<file path="src/rtl/alu_pkg.sv">
// Shared types and constants for the two-requester ALU arbiter and its ALU.
// Op codes beyond XOR are legal and make the ALU pass operand a through.
package alu_pkg;

  typedef enum logic [1:0] {
    IDLE = 2'd0,
    EXEC = 2'd1,
    RESP = 2'd2
  } state_e;

  localparam int unsigned ALU_ADD = 0;
  localparam int unsigned ALU_SUB = 1;
  localparam int unsigned ALU_AND = 2;
  localparam int unsigned ALU_OR  = 3;
  localparam int unsigned ALU_XOR = 4;

  typedef struct packed {
    logic zero;
    logic negative;
    logic cout;
  } alu_flags_t;

endpackage

</file>
<file path="src/rtl/alu.sv">
// Combinational ALU: add/sub with carry-out, bitwise ops, pass-through of a otherwise.
// For subtraction cout is the carry of a + ~b + 1, i.e. 1 when no borrow occurred.
module alu
  import alu_pkg::*;
#(
  parameter int WIDTH = 32,
  parameter int OPW   = 4
) (
  input  logic [WIDTH-1:0] a,
  input  logic [WIDTH-1:0] b,
  input  logic [OPW-1:0]   sel,
  output logic [WIDTH-1:0] result,
  output logic             zero,
  output logic             negative,
  output logic             cout
);

  logic [WIDTH:0] sum;

  always_comb begin
    sum    = '0;
    result = a;
    cout   = 1'b0;
    case (sel)
      OPW'(ALU_ADD): begin
        sum    = {1'b0, a} + {1'b0, b};
        result = sum[WIDTH-1:0];
        cout   = sum[WIDTH];
      end
      OPW'(ALU_SUB): begin
        sum    = {1'b0, a} + {1'b0, ~b} + {{WIDTH{1'b0}}, 1'b1};
        result = sum[WIDTH-1:0];
        cout   = sum[WIDTH];
      end
      OPW'(ALU_AND): result = a & b;
      OPW'(ALU_OR):  result = a | b;
      OPW'(ALU_XOR): result = a ^ b;
      default:       result = a;
    endcase
  end

  assign zero     = (result == '0);
  assign negative = result[WIDTH-1];

endmodule

</file>
<file path="src/rtl/alu_arbiter.sv">
// Two-requester front end sharing one ALU: round-robin grant on ties, one
// operation in flight, result held on a shared bus until the owner consumes it.
module alu_arbiter
  import alu_pkg::*;
#(
  parameter int WIDTH = 32,
  parameter int OPW   = 4
) (
  input  logic             clk,
  input  logic             rst_n,
  input  logic             req0_valid,
  output logic             req0_ready,
  input  logic [WIDTH-1:0] req0_a,
  input  logic [WIDTH-1:0] req0_b,
  input  logic [OPW-1:0]   req0_op,
  input  logic             req1_valid,
  output logic             req1_ready,
  input  logic [WIDTH-1:0] req1_a,
  input  logic [WIDTH-1:0] req1_b,
  input  logic [OPW-1:0]   req1_op,
  output logic             resp0_valid,
  input  logic             resp0_ready,
  output logic             resp1_valid,
  input  logic             resp1_ready,
  output logic [WIDTH-1:0] resp_result,
  output logic             resp_zero,
  output logic             resp_negative,
  output logic             resp_cout,
  output logic             busy
);

  state_e           state_q, state_d;
  logic             last_grant_q, last_grant_d;
  logic             owner_q, owner_d;
  logic [WIDTH-1:0] a_q, a_d;
  logic [WIDTH-1:0] b_q, b_d;
  logic [OPW-1:0]   op_q, op_d;
  logic [WIDTH-1:0] result_q, result_d;
  alu_flags_t       flags_q, flags_d;

  logic [1:0]       req_valid, req_ready, resp_valid, resp_ready;
  logic [WIDTH-1:0] req_a  [2];
  logic [WIDTH-1:0] req_b  [2];
  logic [OPW-1:0]   req_op [2];

  logic             grant_any, grant_id;
  logic [WIDTH-1:0] alu_result;
  logic             alu_zero, alu_negative, alu_cout;

  assign req_valid  = {req1_valid, req0_valid};
  assign resp_ready = {resp1_ready, resp0_ready};
  assign req_a[0]   = req0_a;
  assign req_a[1]   = req1_a;
  assign req_b[0]   = req0_b;
  assign req_b[1]   = req1_b;
  assign req_op[0]  = req0_op;
  assign req_op[1]  = req1_op;

  // A lone requester always wins; on a tie the one not served last time wins.
  always_comb begin
    grant_any = |req_valid;
    grant_id  = (&req_valid) ? ~last_grant_q : req_valid[1];
  end

  for (genvar gi = 0; gi < 2; gi++) begin : g_port
    assign req_ready[gi]  = (state_q == IDLE) && grant_any && (grant_id == 1'(gi));
    assign resp_valid[gi] = (state_q == RESP) && (owner_q == 1'(gi));
  end

  assign req0_ready  = req_ready[0];
  assign req1_ready  = req_ready[1];
  assign resp0_valid = resp_valid[0];
  assign resp1_valid = resp_valid[1];

  alu #(
    .WIDTH (WIDTH),
    .OPW   (OPW)
  ) u_alu (
    .a        (a_q),
    .b        (b_q),
    .sel      (op_q),
    .result   (alu_result),
    .zero     (alu_zero),
    .negative (alu_negative),
    .cout     (alu_cout)
  );

  always_comb begin
    state_d      = state_q;
    last_grant_d = last_grant_q;
    owner_d      = owner_q;
    a_d          = a_q;
    b_d          = b_q;
    op_d         = op_q;
    result_d     = result_q;
    flags_d      = flags_q;
    case (state_q)
      IDLE: begin
        // The granted requester is always valid, so any grant is an acceptance.
        if (grant_any) begin
          owner_d      = grant_id;
          last_grant_d = grant_id;
          a_d          = req_a[grant_id];
          b_d          = req_b[grant_id];
          op_d         = req_op[grant_id];
          state_d      = EXEC;
        end
      end
      EXEC: begin
        result_d         = alu_result;
        flags_d.zero     = alu_zero;
        flags_d.negative = alu_negative;
        flags_d.cout     = alu_cout;
        state_d          = RESP;
      end
      RESP: begin
        if (resp_ready[owner_q]) state_d = IDLE;
      end
      default: state_d = IDLE;
    endcase
  end

  always_ff @(posedge clk or negedge rst_n) begin
    if (!rst_n) begin
      state_q      <= IDLE;
      last_grant_q <= 1'b1;
      owner_q      <= 1'b0;
      a_q          <= '0;
      b_q          <= '0;
      op_q         <= '0;
      result_q     <= '0;
      flags_q      <= '0;
    end else begin
      state_q      <= state_d;
      last_grant_q <= last_grant_d;
      owner_q      <= owner_d;
      a_q          <= a_d;
      b_q          <= b_d;
      op_q         <= op_d;
      result_q     <= result_d;
      flags_q      <= flags_d;
    end
  end

  assign resp_result   = result_q;
  assign resp_zero     = flags_q.zero;
  assign resp_negative = flags_q.negative;
  assign resp_cout     = flags_q.cout;
  assign busy          = (state_q != IDLE);

endmodule
</file>
<file path="config.mk">
export PLATFORM = sky130hd
export DESIGN_NAME = alu_arbiter
export DESIGN_NICKNAME = d
export VERILOG_FILES = /design/src/rtl/alu_pkg.sv /design/src/rtl/alu.sv /design/src/rtl/alu_arbiter.sv
export SDC_FILE = /design/constraint.sdc
export NUM_CORES = 1
export LEC_CHECK = 0
export CAP_MARGIN = 30
export CORE_MARGIN = 5
export CORE_UTILIZATION = 40
export CTS_CLUSTER_SIZE = 10
export DETAILED_ROUTE_END_ITERATION = 16
export PLACE_DENSITY = 0.63
export SYNTH_ARGS = -nofsm -noshare
export SYNTH_HDL_FRONTEND = slang
export SYNTH_SLANG_ARGS = --single-unit
</file>
<file path="constraint.sdc">
create_clock -name clk -period 3.7 [get_ports clk]
set_clock_uncertainty 0.1 [all_clocks]
set_input_delay 0.74 -clock clk [delete_from_list [all_inputs] [get_ports clk]]
set_output_delay 0.74 -clock clk [all_outputs]
set_load 0.01 [all_outputs]
</file>
==> out/results.txt, run 1 <==
post-synthesis mux area share = 0.0135
Post-synth EDFFs = 0
CTS Buffer Depth = 2
fmax = 249 MHz
DRT iter0 DRCs = 1060
wire per inst = 19.1 um
layout cells sized above 1 = 0.248
top_reg_cell synth = dfrtp_1
CP cell instances = inv_1 -> ha_2 -> inv_1 -> fa_1 -> nor2b_4 -> o21ai_4 -> a211oi_4 -> o311ai_4 -> nand2_2 -> a41oi_2 -> o31a_1 -> mux2i_1 -> or3b_4 -> nor4_4 -> and4_1 -> a32o_1
DRC = 0
crit path capture type = flip-flop
LEAKAGE = 6.97 nW
kind of critical path = reg2reg
initial antenna violation count = 0
CTS buffer count = 9
first-pass GRT wire length = 58.3 mm
placed wire-length estimate = 29.0 mm
total routed wirelength = 37.2 mm
Area Growth Syn to Fin = 50.4%
cell taking the most area after synthesis = dfrtp_1
final design utilization = 0.606
Clk network pwr share = 0.063
sequential share of power = 0.126
register area share after synthesis = 0.273
ranking of synthesized cells by area = dfrtp_1 (27%), ha_1 (13%), a222oi_1 (7.2%)
Die ar. = 27500 sq um
Tcrit/Tclk final = 1.09
number of H-tree levels = 3
worst skew pair latency = 0.37 ns
crit-path max cell delay = 0.42 ns
gp weighted congestion = 0.979
row cnt = 57
CP Max Fanout = 3
status = finished with violations
r2r endpoint = resp_zero
Vias = 10901
post-layout power = 17.2 mW
setup ws final = -0.320 ns
Worst EP arrival = 4.23 ns
Switching Fraction = 0.483
pwr/cell area = 1180 nW/um^2
Reg clk slew, reported paths = 0.08 ns
Mapped Nets = 1455
post-synthesis compound-gate area fraction = 0.318
Seq cells post-synth = 106
IO Count = 182
post-synthesis xor/xnor area fraction = 0.0234
R2R Path Start = a_q[0]
crit path time final = 4.02 ns
Slew HR = 0.499
Max Slew Vio Count = 0
Critical Path Start Type = flip-flop
Post-DRT Antenna Nets = 0
die width = 166 um
failing checks = negative setup slack
Fin. Hold Viols = 0
Diodes inserted = 0
Yosys cell types = 77
worst reg2reg setup slack = -0.32 ns
CTS tree = yes
worst hold path type = in2async
Root Driver = clkbuf_16
main combinational cell family by area after synthesis = compound AO/OA/AOI/OAI gates
number of global-route vias before repair = 10712
Setup Viol. Count Final = 3
number of port buffers = 181
Peak VDD IR = 0.000422 V
DR vias/cell = 5.59
switching power total = 8.31 mW
syn_area_per_cell = 8.05 sq um
grt total ovfl = 0
total global-route track usage = 0.259
internal cell power = 8.91 mW
Core ar. = 24100 sq um
Post-Synth Simple-Gate Area = 0.133
RSZ-0062 raised after global routing = yes
pin count of the biggest net entering global routing = 71
First-pass DRT Iterations = 9
worst slew pin tran = 0.752 ns
Mapped Cells = 1207
# nets final = 1870
cell count of the worst reg-to-reg path = 16
crit path max-delay cell type = or3b_4
DIE HEIGHT = 166 um
worst endpoint required time = 3.91 ns
FFs w/ async S/R, synth = 1.00
combinational power share = 0.811
Initial Utilization = 0.403
Mapped Area = 9720 sq um
total of max-cap violations = 0
CP most frequent cell = inv_1
post-synth top area share = 0.270
Adder-Cell Fraction of Synth Area = 0.138
yosys synthesis warning count = 0
clk sinks = 106
-- logic make-up (layout without fill, tap and decap cells) --
family | Yosys count | count (layout)
fa+ha+maj | 106 | 106
buf+inv | 257 | 677
xor+xnor | 26 | 26
mux | 12 | 12
compound gates | 429 | 429
flops | 106 | 106
simple gates | 271 | 271
-- metrics by stage --
stage	hold slack, ns	setup TNS (ns)	instances	setup WS [ns]	area, sq um
after CTS	0.278	-0.283	1943	-0.269	14300
after global placement	0.361	-0.755	1923	-0.412	13900
final	0.259	-0.473	1951	-0.320	14600
after floorplan	0.344	0	1207	0.0650	9730
after detailed placement	0.371	-1.10	1923	-0.493	13900
after global routing	0.314	-1.02	1951	-0.462	14600
-- critical path: cells and delay by family, from the launching register on --
kind                     cells  cell delay [ns]
AO/OA/AOI/OAI                6             1.30
adder cells (fa/ha/maj)      2             0.58
buffers and inverters        2             0.14
flip-flops                   1             0.41
multiplexers                 1             0.24
AND/OR/NAND/NOR              5             1.18
-- area by class of cell --
type	count	area, sq um
clock buffer	11	233
clock inverter	5	85.1
fill	2216	9490
inverter	172	646
multi-input combinational	844	6440
sequential	106	2650
tap	324	405
timing repair buffer	489	4150
-- synthesized netlist by cell type, drive strengths merged, types with 10 or more instances --
cell,number
inv,172
o22ai,15
a31oi,11
clkbuf,71
ha,104
nand4,13
o21ai,84
nand2b,10
nand2,87
o211ai,11
nand3,15
xnor2,22
o31ai,16
o21bai,11
nor2,77
buf,14
a211oi,15
a21o,15
dfrtp,105
a222oi,70
a21oi,95
nor3,19
-- state kept, by name (all words and copies together) (netlist names) --
register and count:
a_q 32, resp_cout 1, resp_zero 1, last_grant_q 1
owner_q 1, op_q 4, state_q 2, resp_result 32
b_q 32
-- power by group through the flow --
stage / Combinational, mW / Sequential [mW] / Clock [mW]
after floorplan: 6.71 / 2.22 / 0
after global placement: 12.9 / 2.16 / 0
after detailed placement: 13.0 / 2.17 / 0
after CTS: 13.2 / 2.16 / 1.11
after global routing: 15.1 / 2.24 / 1.16
final: 14.0 / 2.16 / 1.09
-- how the worst max path moves through the flow --
stage,start,end,slack [ns],depth (start not counted)
global route,a_q[0],resp_zero,-0.46,16
finish,a_q[0],resp_zero,-0.32,16
floorplan,a_q[0],resp_zero,0.07,16
CTS,a_q[1],resp_zero,-0.27,16
detailed placement,a_q[0],resp_zero,-0.49,16
global placement,b_q[2],resp_zero,-0.41,17
-- cells in the final DEF, fill, tap and decap left out, drive strengths merged, types with 7 or more instances in the layout --
cell,Yosys,final
a221oi,8,8
mux2,9,9
nor2b,7,7
o21bai,11,11
nand4,13,13
a222oi,70,70
buf,14,309
o22ai,15,15
a21oi,95,95
clkdlybuf4s50,0,180
nor2,77,77
o21ai,84,84
a211oi,15,15
nand2,87,87
ha,104,104
dfrtp,105,105
clkbuf,71,11
inv,172,174
xnor2,22,22
a31oi,11,11
and2,7,7
o31ai,16,16
a21o,15,15
nor4,7,7
nor3,19,19
nand2b,10,10
nand3,15,15
o211ai,11,11
-- metal layers --
metal | GRT usage | up-vias | wire, um | share of wire
met2 | 0.402 | 416 | 16600 | 0.45
met5 | 0 | - | 0 | 0
met1 | 0.369 | 5200 | 17100 | 0.46
li1 | - | 5227 | - | -
met3 | 0.0509 | 58 | 2730 | 0.073
met4 | 0.0696 | 0 | 765 | 0.021
-- timing repair --
item / CTS / global route
hold buffers: 0 / 0
gates resized for setup: 20 / 41
buffers inserted: 4 / 8
endpoints found under the setup margin: 9 / 11
pin swaps: 4 / 23
cloned: 0 / 0
Power figures use the tool's default switching activity.
==> inputs of run 2 (changes only) <==
--- a/config.mk
+++ b/config.mk
@@ -6,11 +6,14 @@
 export NUM_CORES = 1
 export LEC_CHECK = 0
 export CAP_MARGIN = 30
+export CELL_PAD_IN_SITES_DETAIL_PLACEMENT = 1
+export CELL_PAD_IN_SITES_GLOBAL_PLACEMENT = 1
 export CORE_MARGIN = 5
-export CORE_UTILIZATION = 40
+export CORE_UTILIZATION = 36
 export CTS_CLUSTER_SIZE = 10
 export DETAILED_ROUTE_END_ITERATION = 16
-export PLACE_DENSITY = 0.63
+export HOLD_SLACK_MARGIN = 0.1
+export PLACE_DENSITY = 0.76
 export SYNTH_ARGS = -nofsm -noshare
 export SYNTH_HDL_FRONTEND = slang
 export SYNTH_SLANG_ARGS = --single-unit
==> run 2 against run 1 <==
The flow still finishes with violations (negative setup slack); sequential share of layout area fell by 0.12 points; routed wire length rose by 19%; worst hold slack got worse by 0.14 ns; largest power group unchanged; register-to-register slack barely moved; utilization fell by 5.7 points; maximum frequency rose by 0.36%; combinational power rose by 6%; die area rose by 10%; clock power fell by 10%; highest routed layer unchanged; final cell count rose by 0.51%; flip-flop and latch count did not move; critical path depth rose by 1.
==> out/results.txt, run 2 (synthesized netlist as in run 1, its figures left out) <==
switching power total = 9.14 mW
Layout Cells excl Fill = 1961
number of global-route vias before repair = 12185
crit path max-delay cell type = or4_1
Area Growth Syn to Fin = 51.4%
RSZ-0062 raised after global routing = yes
worst skew pair latency = 0.37 ns
worst hold path type = in2async
cell count of the worst reg-to-reg path = 17
Core ar. = 26800 sq um
IO Count = 182
Die ar. = 30400 sq um
fill count = 3160
placed wire-length estimate = 33.2 mm
failing checks = negative setup slack
R2R Path Start = a_q[5]
worst endpoint required time = 3.85 ns
Setup Viol. Count Final = 3
total routed wirelength = 44.4 mm
Fin. Hold Viols = 0
number of H-tree levels = 3
kind of critical path = reg2reg
clk sinks = 106
layout cells sized above 1 = 0.256
final setup TNS = -0.486 ns
Clk network pwr share = 0.054
grt total ovfl = 0
placed cell count = 1926
r2r endpoint = resp_zero
number of port buffers = 181
CTS buffer count = 9
Tcrit/Tclk final = 1.08
DR vias/cell = 5.85
Root Driver = clkbuf_16
pre-CTS worst setup slack = -0.654 ns
DRT iter0 DRCs = 1031
Slew HR = 0.474
CTS Buffer Depth = 2
LEAKAGE = 6.91 nW
DIE HEIGHT = 174 um
CP cell instances = buf_4 -> buf_4 -> ha_1 -> nand2b_1 -> a21oi_2 -> a31oi_4 -> buf_6 -> a2111o_1 -> buf_6 -> nand3_4 -> o221a_4 -> o31a_1 -> o31ai_2 -> or4_1 -> nand3_2 -> o22ai_2 -> a32o_1
Initial Utilization = 0.363
worst slew pin tran = 0.789 ns
DRC = 0
crit path time final = 4.01 ns
most common cell after layout, fill and taps aside = buf_4
# nets final = 1863
combinational power share = 0.823
crit path capture type = flip-flop
Peak VDD IR = 0.000361 V
First-pass DRT Iterations = 7
gp weighted congestion = 0.947
internal cell power = 8.93 mW
total of max-cap violations = 0
row cnt = 60
fmax = 250 MHz
initial antenna violation count = 0
first-pass GRT wire length = 67.4 mm
wire per inst = 22.6 um
CTS tree = yes
Critical Path Start Type = flip-flop
CP Max Fanout = 3
Worst EP arrival = 4.15 ns
final design utilization = 0.549
status = finished with violations
sequential share of power = 0.123
most frequent cells in the layout = buf_4 (294), clkdlybuf4s50_1 (180), inv_1 (163)
Diodes inserted = 0
Max Slew Vio Count = 0
pwr/cell area = 1230 nW/um^2
Switching Fraction = 0.506
total global-route track usage = 0.276
Vias = 11481
Reg clk slew, reported paths = 0.08 ns
die width = 174 um
worst reg2reg setup slack = -0.31 ns
Post-DRT Antenna Nets = 0
setup ws final = -0.306 ns
pin count of the biggest net entering global routing = 71
crit-path max cell delay = 0.56 ns
run 2: cell count changes in the layout (fill, tap and decap cells not counted), moves of 3 or more:
cell | before | now
buf_4 | 306 | 294
inv_1 | 170 | 163
inv_2 | 2 | 9
o21ai_0 | 82 | 77
o21ai_1 | 0 | 5
ha_1 | 99 | 95
a21oi_1 | 91 | 88
buf_6 | 1 | 4
run 2: worst max-delay path: cells and delay by family (launching register included):
kind	cells	cell delay, ns
AO/OA/AOI/OAI	8	1.61
AND/OR/NAND/NOR	4	0.93
buffers and inverters	4	0.57
flip-flops	1	0.40
adder cells (fa/ha/maj)	1	0.26
run 2: layer usage:
layer,share of wire,track usage,vias up
met4,0.032,0.102,0
li1,-,-,5226
met2,0.48,0.474,505
met1,0.41,0.345,5636
met5,0,0,-
met3,0.076,0.0511,114
run 2: what timing repair did:
item / 4_1_cts / 5_1_grt
resized for setup: 50 / 52
endpoints found under the setup margin: 10 / 8
hold buffers: 0 / 0
setup buffers: 11 / 8
pin swaps: 22 / 24
run 2: stage by stage:
stage | power [mW] | hold WS, ns | area [sq um]
floorplan | 8.93 | 0.344 | 9730
global placement | 15.0 | 0.362 | 13800
detailed placement | 15.4 | 0.373 | 13800
CTS | 17.1 | 0.121 | 14400
global route | 19.2 | 0.130 | 14700
finish | 18.1 | 0.121 | 14700
run 2: worst max path at each step:
stage	start	endpoint	slack (ns)	cells after the start
finish	a_q[5]	resp_zero	-0.31	17
floorplan	a_q[0]	resp_zero	0.07	16
CTS	a_q[0]	resp_zero	-0.24	16
global placement	a_q[0]	resp_zero	-0.36	17
global route	b_q[9]	resp_zero	-0.36	16
detailed placement	a_q[0]	resp_zero	-0.65	17
run 2: layout make-up:
| type | count | area, sq um | area share |
|---|---|---|---|
| Sequential cell | 106 | 2650 | 0.180 |
| Clock inverter | 3 | 25.0 | 0.00170 |
| Multi-Input combinational cell | 844 | 6590 | 0.447 |
| Tap cell | 341 | 427 | 0.0290 |
| Inverter | 172 | 646 | 0.0439 |
| Timing Repair Buffer | 482 | 4130 | 0.281 |
| Clock buffer | 13 | 250 | 0.0170 |
run 2: power by group through the flow:
stage | Combinational [mW] | Clock, mW | Sequential [mW]
final | 14.9 | 0.979 | 2.22
after global routing | 15.8 | 1.04 | 2.29
after CTS | 13.8 | 1.00 | 2.21
after detailed placement | 13.2 | 0 | 2.23
after global placement | 12.8 | 0 | 2.18
after floorplan | 6.71 | 0 | 2.22
